==> config.mk <==
export PLATFORM = sky130hd
export DESIGN_NAME = hs_npu_mem_wr_burst
export DESIGN_NICKNAME = d
export VERILOG_FILES = /design/src/rtl/hs_npu_pkg.sv /design/src/rtl/hs_npu_burst_len.sv /design/src/rtl/hs_npu_mem_wr_burst.sv
export SDC_FILE = /design/constraint.sdc
export NUM_CORES = 1
export LEC_CHECK = 0
export BUFFER_PORTS_ARGS = -buffer_cell sky130_fd_sc_hd__clkbuf_2
export CORE_MARGIN = 2
export CORE_UTILIZATION = 40
export DETAILED_ROUTE_END_ITERATION = 16
export GPL_ROUTABILITY_DRIVEN = 0
export GPL_TIMING_DRIVEN = 0
export PLACE_DENSITY = 0.79
export SYNTH_ARGS = -nofsm -noshare
export SYNTH_HDL_FRONTEND = slang
export SYNTH_SLANG_ARGS = --single-unit
==> constraint.sdc <==
create_clock -name clk_npu -period 5.7 [get_ports clk_npu]
set_input_delay 1.14 -clock clk_npu [delete_from_list [all_inputs] [get_ports clk_npu]]
set_output_delay 1.14 -clock clk_npu [all_outputs]
set_load 0.05 [all_outputs]
==> src/rtl/hs_npu_pkg.sv <==
// Shared types and AXI constants for the NPU memory write path.
//   mem_wr_state_t : write-burst FSM states
//   AXI_*          : fixed AXI4 encodings and the 4 KB burst boundary
package hs_npu_pkg;

    typedef enum logic [2:0] {
        ST_IDLE  = 3'd0,
        ST_AW    = 3'd1,
        ST_W     = 3'd2,
        ST_DRAIN = 3'd3,
        ST_DONE  = 3'd4
    } mem_wr_state_t;

    localparam logic [1:0] AXI_BURST_INCR = 2'b01;
    localparam logic [2:0] AXI_SIZE_4B    = 3'b010;
    localparam int         AXI_4K_BYTES   = 4096;

endpackage

==> src/rtl/hs_npu_burst_len.sv <==
// Burst length for the next AW: min(remaining, MAX_BURST, words left in 4 KB page).
//   addr_word : address bits [11:2] (word offset inside the 4 KB page)
//   remaining : words still to send
//   len       : beats in the next burst (0 only when remaining is 0)
module hs_npu_burst_len
    import hs_npu_pkg::*;
#(
    parameter int MAX_BURST = 16
) (
    input  logic [9:0]  addr_word,
    input  logic [15:0] remaining,
    output logic [8:0]  len
);

    localparam logic [10:0] WORDS_4K = 11'(AXI_4K_BYTES / 4);
    localparam logic [15:0] MB       = 16'(MAX_BURST);

    // Words up to the page end: 1..1024, so an aligned address gives a full page.
    logic [10:0] room;
    logic [15:0] l;

    assign room = WORDS_4K - {1'b0, addr_word};

    always_comb begin
        l = remaining;
        if (l > MB)
            l = MB;
        if (l > {5'b0, room})
            l = {5'b0, room};
        len = 9'(l);
    end

endmodule

==> src/rtl/hs_npu_mem_wr_burst.sv <==
// Write-side burst generator: NPU result stream -> AXI4 write master.
// Splits one command (base address + word count) into INCR bursts bounded by
// MAX_BURST beats and the 4 KB page, limits bursts awaiting B to MAX_OUTST,
// and reports done/err back to the controller.
//   cmd_*    : command handshake (addr byte-aligned to words, words may be 0)
//   data_*   : 32-bit result word stream, passed straight through to W
//   busy     : command in progress; done: 1-cycle completion pulse
//   err      : SLVERR/DECERR or unexpected B seen during the last command
//   mem_aw*/mem_w*/mem_b* : AXI4 write channels
module hs_npu_mem_wr_burst
    import hs_npu_pkg::*;
#(
    parameter int         MAX_BURST = 16,
    parameter int         MAX_OUTST = 4,
    parameter logic [7:0] AXI_ID    = 8'h00
) (
    input  logic        clk_npu,
    input  logic        rst,
    input  logic        cmd_valid,
    output logic        cmd_ready,
    input  logic [31:0] cmd_addr,
    input  logic [15:0] cmd_words,
    input  logic        data_valid,
    output logic        data_ready,
    input  logic [31:0] data,
    output logic        busy,
    output logic        done,
    output logic        err,
    output logic        mem_awvalid,
    input  logic        mem_awready,
    output logic [7:0]  mem_awid,
    output logic [31:0] mem_awaddr,
    output logic [7:0]  mem_awlen,
    output logic [2:0]  mem_awsize,
    output logic [1:0]  mem_awburst,
    output logic        mem_wvalid,
    input  logic        mem_wready,
    output logic [31:0] mem_wdata,
    output logic [3:0]  mem_wstrb,
    output logic        mem_wlast,
    input  logic        mem_bvalid,
    output logic        mem_bready,
    input  logic [7:0]  mem_bid,
    input  logic [1:0]  mem_bresp
);

    localparam int            OW         = $clog2(MAX_OUTST + 1);
    localparam logic [OW-1:0] OUTST_FULL = OW'(MAX_OUTST);

    mem_wr_state_t state;
    logic [31:0]   addr_q;
    logic [15:0]   remaining;
    logic [8:0]    beats;
    logic [OW-1:0] outst;
    logic          err_q;
    logic [8:0]    burst_len;
    logic          in_aw, in_w;
    logic          aw_hs, w_hs, b_hs, b_dec;
    logic          unused_bits;

    // Word alignment drops addr[1:0]; B ID and the OKAY/EXOKAY bit carry no info here.
    assign unused_bits = ^{cmd_addr[1:0], mem_bid, mem_bresp[0]};

    hs_npu_burst_len #(.MAX_BURST(MAX_BURST)) u_burst_len (
        .addr_word (addr_q[11:2]),
        .remaining (remaining),
        .len       (burst_len)
    );

    assign in_aw = (state == ST_AW);
    assign in_w  = (state == ST_W);

    // AW payload comes from registers that are frozen while in AW, so it holds
    // until awready; it reads as zero outside AW.
    assign mem_awvalid = in_aw && (outst != OUTST_FULL);
    assign mem_awid    = in_aw ? AXI_ID : 8'h00;
    assign mem_awaddr  = in_aw ? addr_q : 32'h0;
    assign mem_awlen   = in_aw ? 8'(burst_len - 9'd1) : 8'h00;
    assign mem_awsize  = in_aw ? AXI_SIZE_4B : 3'b000;
    assign mem_awburst = in_aw ? AXI_BURST_INCR : 2'b00;

    // W is a pure pass-through of the data stream, gated to the W state.
    assign mem_wvalid = in_w && data_valid;
    assign data_ready = in_w && mem_wready;
    assign mem_wdata  = data;
    assign mem_wstrb  = in_w ? 4'hF : 4'h0;
    assign mem_wlast  = in_w && (beats == 9'd1);

    assign mem_bready = !rst;
    assign cmd_ready  = (state == ST_IDLE);
    assign busy       = (state != ST_IDLE);
    assign done       = (state == ST_DONE);
    assign err        = err_q;

    assign aw_hs = mem_awvalid && mem_awready;
    assign w_hs  = mem_wvalid && mem_wready;
    assign b_hs  = mem_bvalid && mem_bready;
    // A B with nothing outstanding is flagged but never underflows the count.
    assign b_dec = b_hs && (outst != '0);

    always_ff @(posedge clk_npu) begin
        if (rst) begin
            state     <= ST_IDLE;
            addr_q    <= 32'h0;
            remaining <= 16'h0;
            beats     <= 9'h0;
            outst     <= '0;
            err_q     <= 1'b0;
        end else begin
            case (state)
                ST_IDLE: if (cmd_valid) begin
                    addr_q    <= {cmd_addr[31:2], 2'b00};
                    remaining <= cmd_words;
                    err_q     <= 1'b0;
                    state     <= (cmd_words == 16'h0) ? ST_DRAIN : ST_AW;
                end
                ST_AW: if (aw_hs) begin
                    addr_q <= addr_q + {21'h0, burst_len, 2'b00};
                    beats  <= burst_len;
                    state  <= ST_W;
                end
                ST_W: if (w_hs) begin
                    beats     <= beats - 9'd1;
                    remaining <= remaining - 16'd1;
                    if (beats == 9'd1)
                        state <= (remaining != 16'd1) ? ST_AW : ST_DRAIN;
                end
                ST_DRAIN: if (outst == '0) state <= ST_DONE;
                ST_DONE:  state <= ST_IDLE;
                default:  state <= ST_IDLE;
            endcase

            // Placed after the command clear so a same-cycle bad B still wins.
            if (b_hs && (mem_bresp[1] || outst == '0))
                err_q <= 1'b1;

            if (aw_hs && !b_dec)
                outst <= outst + OW'(1);
            else if (!aw_hs && b_dec)
                outst <= outst - OW'(1);
        end
    end

endmodule

# [Yosys cells after proc, flatten, opt, wreduce, memory -nomap -nowiden]
# Index checks and enable logic that the tools add are counted.
[op_classes] addsub=7 order_cmp=2 eq_ne=12 mux=29 n_reduce_logical=31
[op_table] op="2-to-1 mux 32 bit" count=3
[op_table] op="one-hot mux 32 bit (2 select lines)" count=1
[op_table] op="2-to-1 mux 16 bit" count=3
[op_table] op="adder 32 x 11 -> 32 bit" count=1
[op_table] op="one-hot mux 16 bit (2 select lines)" count=1
[op_table] op="2-to-1 mux 9 bit" count=3
[op_table] op="2-to-1 mux 3 bit" count=7
[op_table] op="one-hot mux 9 bit (2 select lines)" count=1
[op_table] op="greater-than comparator 16 x 11 -> 1 bit" count=1
[op_table] op="greater-than comparator 16 x 5 -> 1 bit (second input constant)" count=1
[op_table] op="zero test 16 bit" count=1
[op_table] op="inequality test 16 x 1 -> 1 bit (second input constant)" count=1
[op_table] op="subtractor 16 x 1 -> 16 bit (second input constant)" count=1
[op_table] op="one-hot mux 3 bit (4 select lines)" count=1
[op_table] op="nonzero test 2 bit" count=6
[op_table] op="logical AND 1 bit" count=11
[op_table] op="subtractor 11 x 10 -> 11 bit (first input constant)" count=1
[op_table] op="== test 9 x 1 -> 1 bit (second input constant)" count=1
[op_table] op="AND reduction 3 bit" count=3
[op_table] op="subtractor 9 x 1 -> 9 bit (second input constant)" count=1
[op_table] op="2-to-1 mux 8 bit" count=1
[op_table] op="subtractor 8 x 1 -> 8 bit (second input constant)" count=1
[op_table] op="== test 3 x 2 -> 1 bit (second input constant)" count=2
[op_table] op="zero test 3 bit" count=2
[op_table] op="other kinds (15)" count=26
[totals] reg_bits=64 inputBits=97 output_inout_bits=98 word_cells=87

# [Logic depth before layout (Yosys ltp)]
[depth] word_depth=7 ltp_mapped=23

# [Hierarchy]
# From an unflattened synthesis, not the netlist that was laid out.
[unflattened] cells_unflattened=744 hier_area_um2=5586.6
[by_module_without_submodules] mod="hs_npu_mem_wr_burst" instances=1 cells_each=667 area_per_inst_um2=5039.8 seq_area_each_um2=1241.2
[by_module_without_submodules] mod="hs_npu_burst_len" instances=1 cells_each=77 area_per_inst_um2=546.8 seq_area_each_um2=0.0

# [Worst setup path after synthesis]
# Ideal clock, no wire load.
[synth_path] path_type="flip-flop to output port" start="reg remaining[10]" end="out mem_awlen[6]" t_arrival_ns=4.089 required_time_ns=4.560 path_slack_ns=0.471 stages_incl_launch_ff=17 path_cell_list="dfxtp_1 -> nor4_1 -> nand4b_1 -> a21oi_1 -> and2_1 -> ha_1 -> nor2b_1 -> o211ai_1 -> a211oi_1 -> o21ai_2 -> mux2_2 -> inv_1 -> ha_1 -> nand3_1 -> xor2_1 -> nand2_1 -> a21oi_1"
[synth_via] elab_chain_len=6
[synth_lines] element="start: declaration" line="hs_npu_mem_wr_burst.sv:52" source="logic [15:0] remaining;"
[synth_lines] element="start signal: assignment" line="hs_npu_mem_wr_burst.sv:113" source="remaining <= cmd_words;"
[synth_lines] element="start signal: assignment" line="hs_npu_mem_wr_burst.sv:124" source="remaining <= remaining - 16'd1;"
[synth_lines] element="greater-than comparator 16 x 5 -> 1 bit" line="hs_npu_burst_len.sv:26" source="if (l > MB)"
[synth_lines] element="2-to-1 mux 16 bit *" line="hs_npu_burst_len.sv:26"
[synth_lines] element="greater-than comparator 16 x 11 -> 1 bit" line="hs_npu_burst_len.sv:28" source="if (l > {5'b0, room})"
[synth_lines] element="2-to-1 mux 9 bit *" line="hs_npu_burst_len.sv:28"
[synth_lines] element="subtractor 8 x 1 -> 8 bit *" line="hs_npu_mem_wr_burst.sv:78" source="assign mem_awlen = in_aw ? 8'(burst_len - 9'd1) : 8'h00;"
[synth_lines] element="2-to-1 mux 8 bit *" line="hs_npu_mem_wr_burst.sv:78"
[synth_lines] element="end: declaration" line="hs_npu_mem_wr_burst.sv:33" source="output logic [7:0] mem_awlen,"
# Every way passes the cells marked *; elsewhere a longest branch is shown, timed or not.

# [Worst setup path after layout]
[layout_path] start="reg remaining[5]" end="out mem_awlen[6]"
# Same word-level chain as after synthesis.

==> impl_metrics.csv <==
group,metric,value,unit
run_status,outcome,"completed",
power,power_density,519,mW/mm^2
layout,area_growth_syn_to_layout,26.0,%
detailed_routing,routed_wl,17.1,mm
floorplan,start_util,0.409,
clock_network,cts_buffers,9,
logic_synthesis,async_flop_share,0,
logic_synthesis,syn_area,0.00542,mm^2
floorplan,rows,42,
logic_synthesis,yosysWarnings,0,
hold_path,min_to,"err",
detailed_routing,ant_nets,0,
clock_network,clkSlewWorstSetupHoldPaths,50,ps
logic_synthesis,seq_area_frac_synth,0.229,
layout,finalInstanceArea,0.00683,mm^2
global_routing,grt_pass1_vias,5293,
detailed_routing,wl_per_cell,15.4,um
layout,drive_gt1_frac,0.260,
critical_path,crit_type,"flip-flop to output pin",
sta,hold_viol_final,0,
floorplan,die_area,0.0145,mm^2
logic_synthesis,yosysUniqueCellTypes,66,
sta,final_max_slew_viol_count,0,
floorplan,core,0.0132,mm^2
floorplan,dieHeight,120,um
logic_synthesis,ys_ff_latch,62,
critical_path,reg2regPathDepth,21,
power,leakage,3.10,nW
logic_synthesis,yosysMostFrequentCell,"nor2_1",
logic_synthesis,synth_top_area_cell,"dfxtp_1",
logic_synthesis,yosys-top-cells-count,"nor2_1 (84), nand2_1 (81), dfxtp_1 (62), a21oi_1 (54), buf_4 (52)",
detailed_routing,num_vias,6147,
hold_path,worstHoldStart,"err",
clock_network,ctsHoldBuffers,0,
critical_path,r2r-start,"remaining[5]",
clock_network,numClockSinks,62,
critical_path,arrival,4270,ps
clock_network,clock_path_buffers,2,
detailed_routing,dr.first_iter.drc_count,646,
critical_path,reg2reg_slack,340,ps
clock_network,cts_tree,"yes",
floorplan,ios,195,
sta,relSlewSlack,0.509,
logic_synthesis,synth_top_area_frac,0.229,
critical_path,cp-end-kind,"output pin",
global_routing,grt_use_total,0.232,
layout,fin_cells,1108,
critical_path,r2r-end,"addr_q[20]",
sta,max_freq,0.185,GHz
sta,tightest_slew,736,ps
job,cap_violations,0,
logic_synthesis,syn_inst,754,
clock_network,clk_latency,340,ps
placement,port_buffers,137,
detailed_routing,drc,0,
detailed_routing,via_per_inst,5.55,
clock_network,cts_root_buf,"clkbuf_16",
critical_path,crit_fanout,7,
placement,dpl.hpwl,13.0,mm
sta,setup_viol,0,
logic_synthesis,synth-edff-count,0,
floorplan,die_w,120,um
sta,hold_ws,459,ps
global_routing,antenna_found_initial,0,
global_routing,overflow,0,
clock_network,h-tree-depth,3,
placement,place_area,0.00639,mm^2
layout,antenna_cells,0,
power,ir_drop,0.226,mV
logic_synthesis,syn_area_per_cell,7.19,um^2
sta,period_share,0.949,
sta,fin_tns_setup,0,ps
global_routing,grt_first_pass_wirelength,27.0,mm
sta,skew,12.5,ps
layout,nets,1054,
global_routing,grt_max_degree,14,
critical_path,crit_required,4560,ps
logic_synthesis,synth_flop_cell,"dfxtp_1",
logic_synthesis,ys_top_cells_by_area,"dfxtp_1 (23%), buf_4 (7.2%), ha_1 (6.5%)",
sta,finalCriticalPeriod,5410,ps
critical_path,startpoint_type,"flip-flop",
hold_path,min_path_type,"flip-flop to flip-flop",
detailed_routing,firstDrtPassIters,6,
hold_path,hold_depth,2,
placement,placedCellCount,1085,
## cell families (layout without fill, tap and decap cells)
family | count (synthesis) | in the layout | synth area share
other | 1 | 19 | 0.000692
adder cells (fa/ha/maj) | 30 | 30 | 0.0720
AO/OA/AOI/OAI | 189 | 189 | 0.227
AND/OR/NAND/NOR | 312 | 312 | 0.281
multiplexers | 17 | 17 | 0.0323
flip-flops | 62 | 62 | 0.229
XOR/XNOR | 22 | 22 | 0.0355
buffers and inverters | 121 | 281 | 0.122
## worst max path at each step
stage | end | depth (start not counted) | slack (ps) | startpoint
global route | addr_q[15] | 22 | -2 | addr_q[6]
global placement | addr_q[30] | 21 | -330 | remaining[10]
floorplan | mem_awlen[6] | 16 | 470 | remaining[10]
finish | mem_awlen[6] | 17 | 290 | remaining[5]
detailed placement | addr_q[30] | 21 | -350 | remaining[10]
CTS | mem_awlen[4] | 19 | 30 | addr_q[5]
## worst max-delay path, stage by stage, from the launching register on
cell,delay (ps)
dfxtp_1,360
nor4_2,390
nand4b_1,250
a21oi_2,250
and2_1,190
ha_1,250
nor2b_1,130
o211ai_1,190
a211oi_1,130
o21ai_2,240
mux2_2,410
inv_1,140
ha_2,260
nand3_1,100
xor2_1,150
nand2_1,60
a21oi_1,120
clkbuf_2,310
## placed cells by master, fill, tap and decap left out, types with 10 or more instances in the layout
master,instances
xor2_1,11
inv_1,21
and2_1,33
nand2_1,81
a31oi_1,15
dfxtp_1,62
or3_1,12
clkbuf_1,37
ha_1,26
nor4_1,11
nor3_1,18
o21ai_0,36
a21oi_1,53
buf_4,60
nand3_1,20
mux2i_1,11
a211oi_1,13
clkbuf_2,137
conb_1,19
nand4_1,10
nor2_1,83
## flip-flops by register name, summed over array words and instances (netlist names)
name / cells
addr_q: 30
remaining: 16
beats: 9
outst: 3
state: 3
err: 1
## timing repair
item                                    in CTS  in global routing
endpoints found under the setup margin       9                 20
resized for setup                            2                 17
buffers inserted                             1                  7
pin swaps                                    1                  3
## layer usage
layer  vias to the layer above  part of all wire  track usage
met4                         0             0.029       0.0894
li1                       2991                 -            -
met5                         -                 0            0
met3                        36             0.095       0.0401
met2                       333              0.44        0.354
met1                      2787              0.43        0.325
## per-stage QoR
| stage | setup WS, ps | utilization | power [mW] |
|---|---|---|---|
| floorplan | 471 | - | 2.34 |
| global placement | -328 | 0.483 | 2.80 |
| detailed placement | -347 | 0.483 | 2.83 |
| CTS | 29.9 | 0.507 | 3.42 |
| global route | -1.55 | 0.516 | 3.81 |
| finish | 289 | 0.516 | 3.55 |
## area by class of cell
class / instances / area (um^2)
Sequential cell: 62 / 1240
Timing Repair Buffer: 145 / 748
Clock buffer: 10 / 239
Inverter: 25 / 96.3
Clock inverter: 6 / 61.3
Fill cell: 1309 / 6410
Buffer: 95 / 563
Multi-Input combinational cell: 589 / 3660
Tap cell: 176 / 220
## report_power, final
group	leakage (nW)	switching, mW	internal (mW)
clock	0.148	0.211	0.348
combinational	2.45	1.49	0.823
sequential	0.509	0.134	0.542
Note: power is estimated with default switching activity, not from simulation.
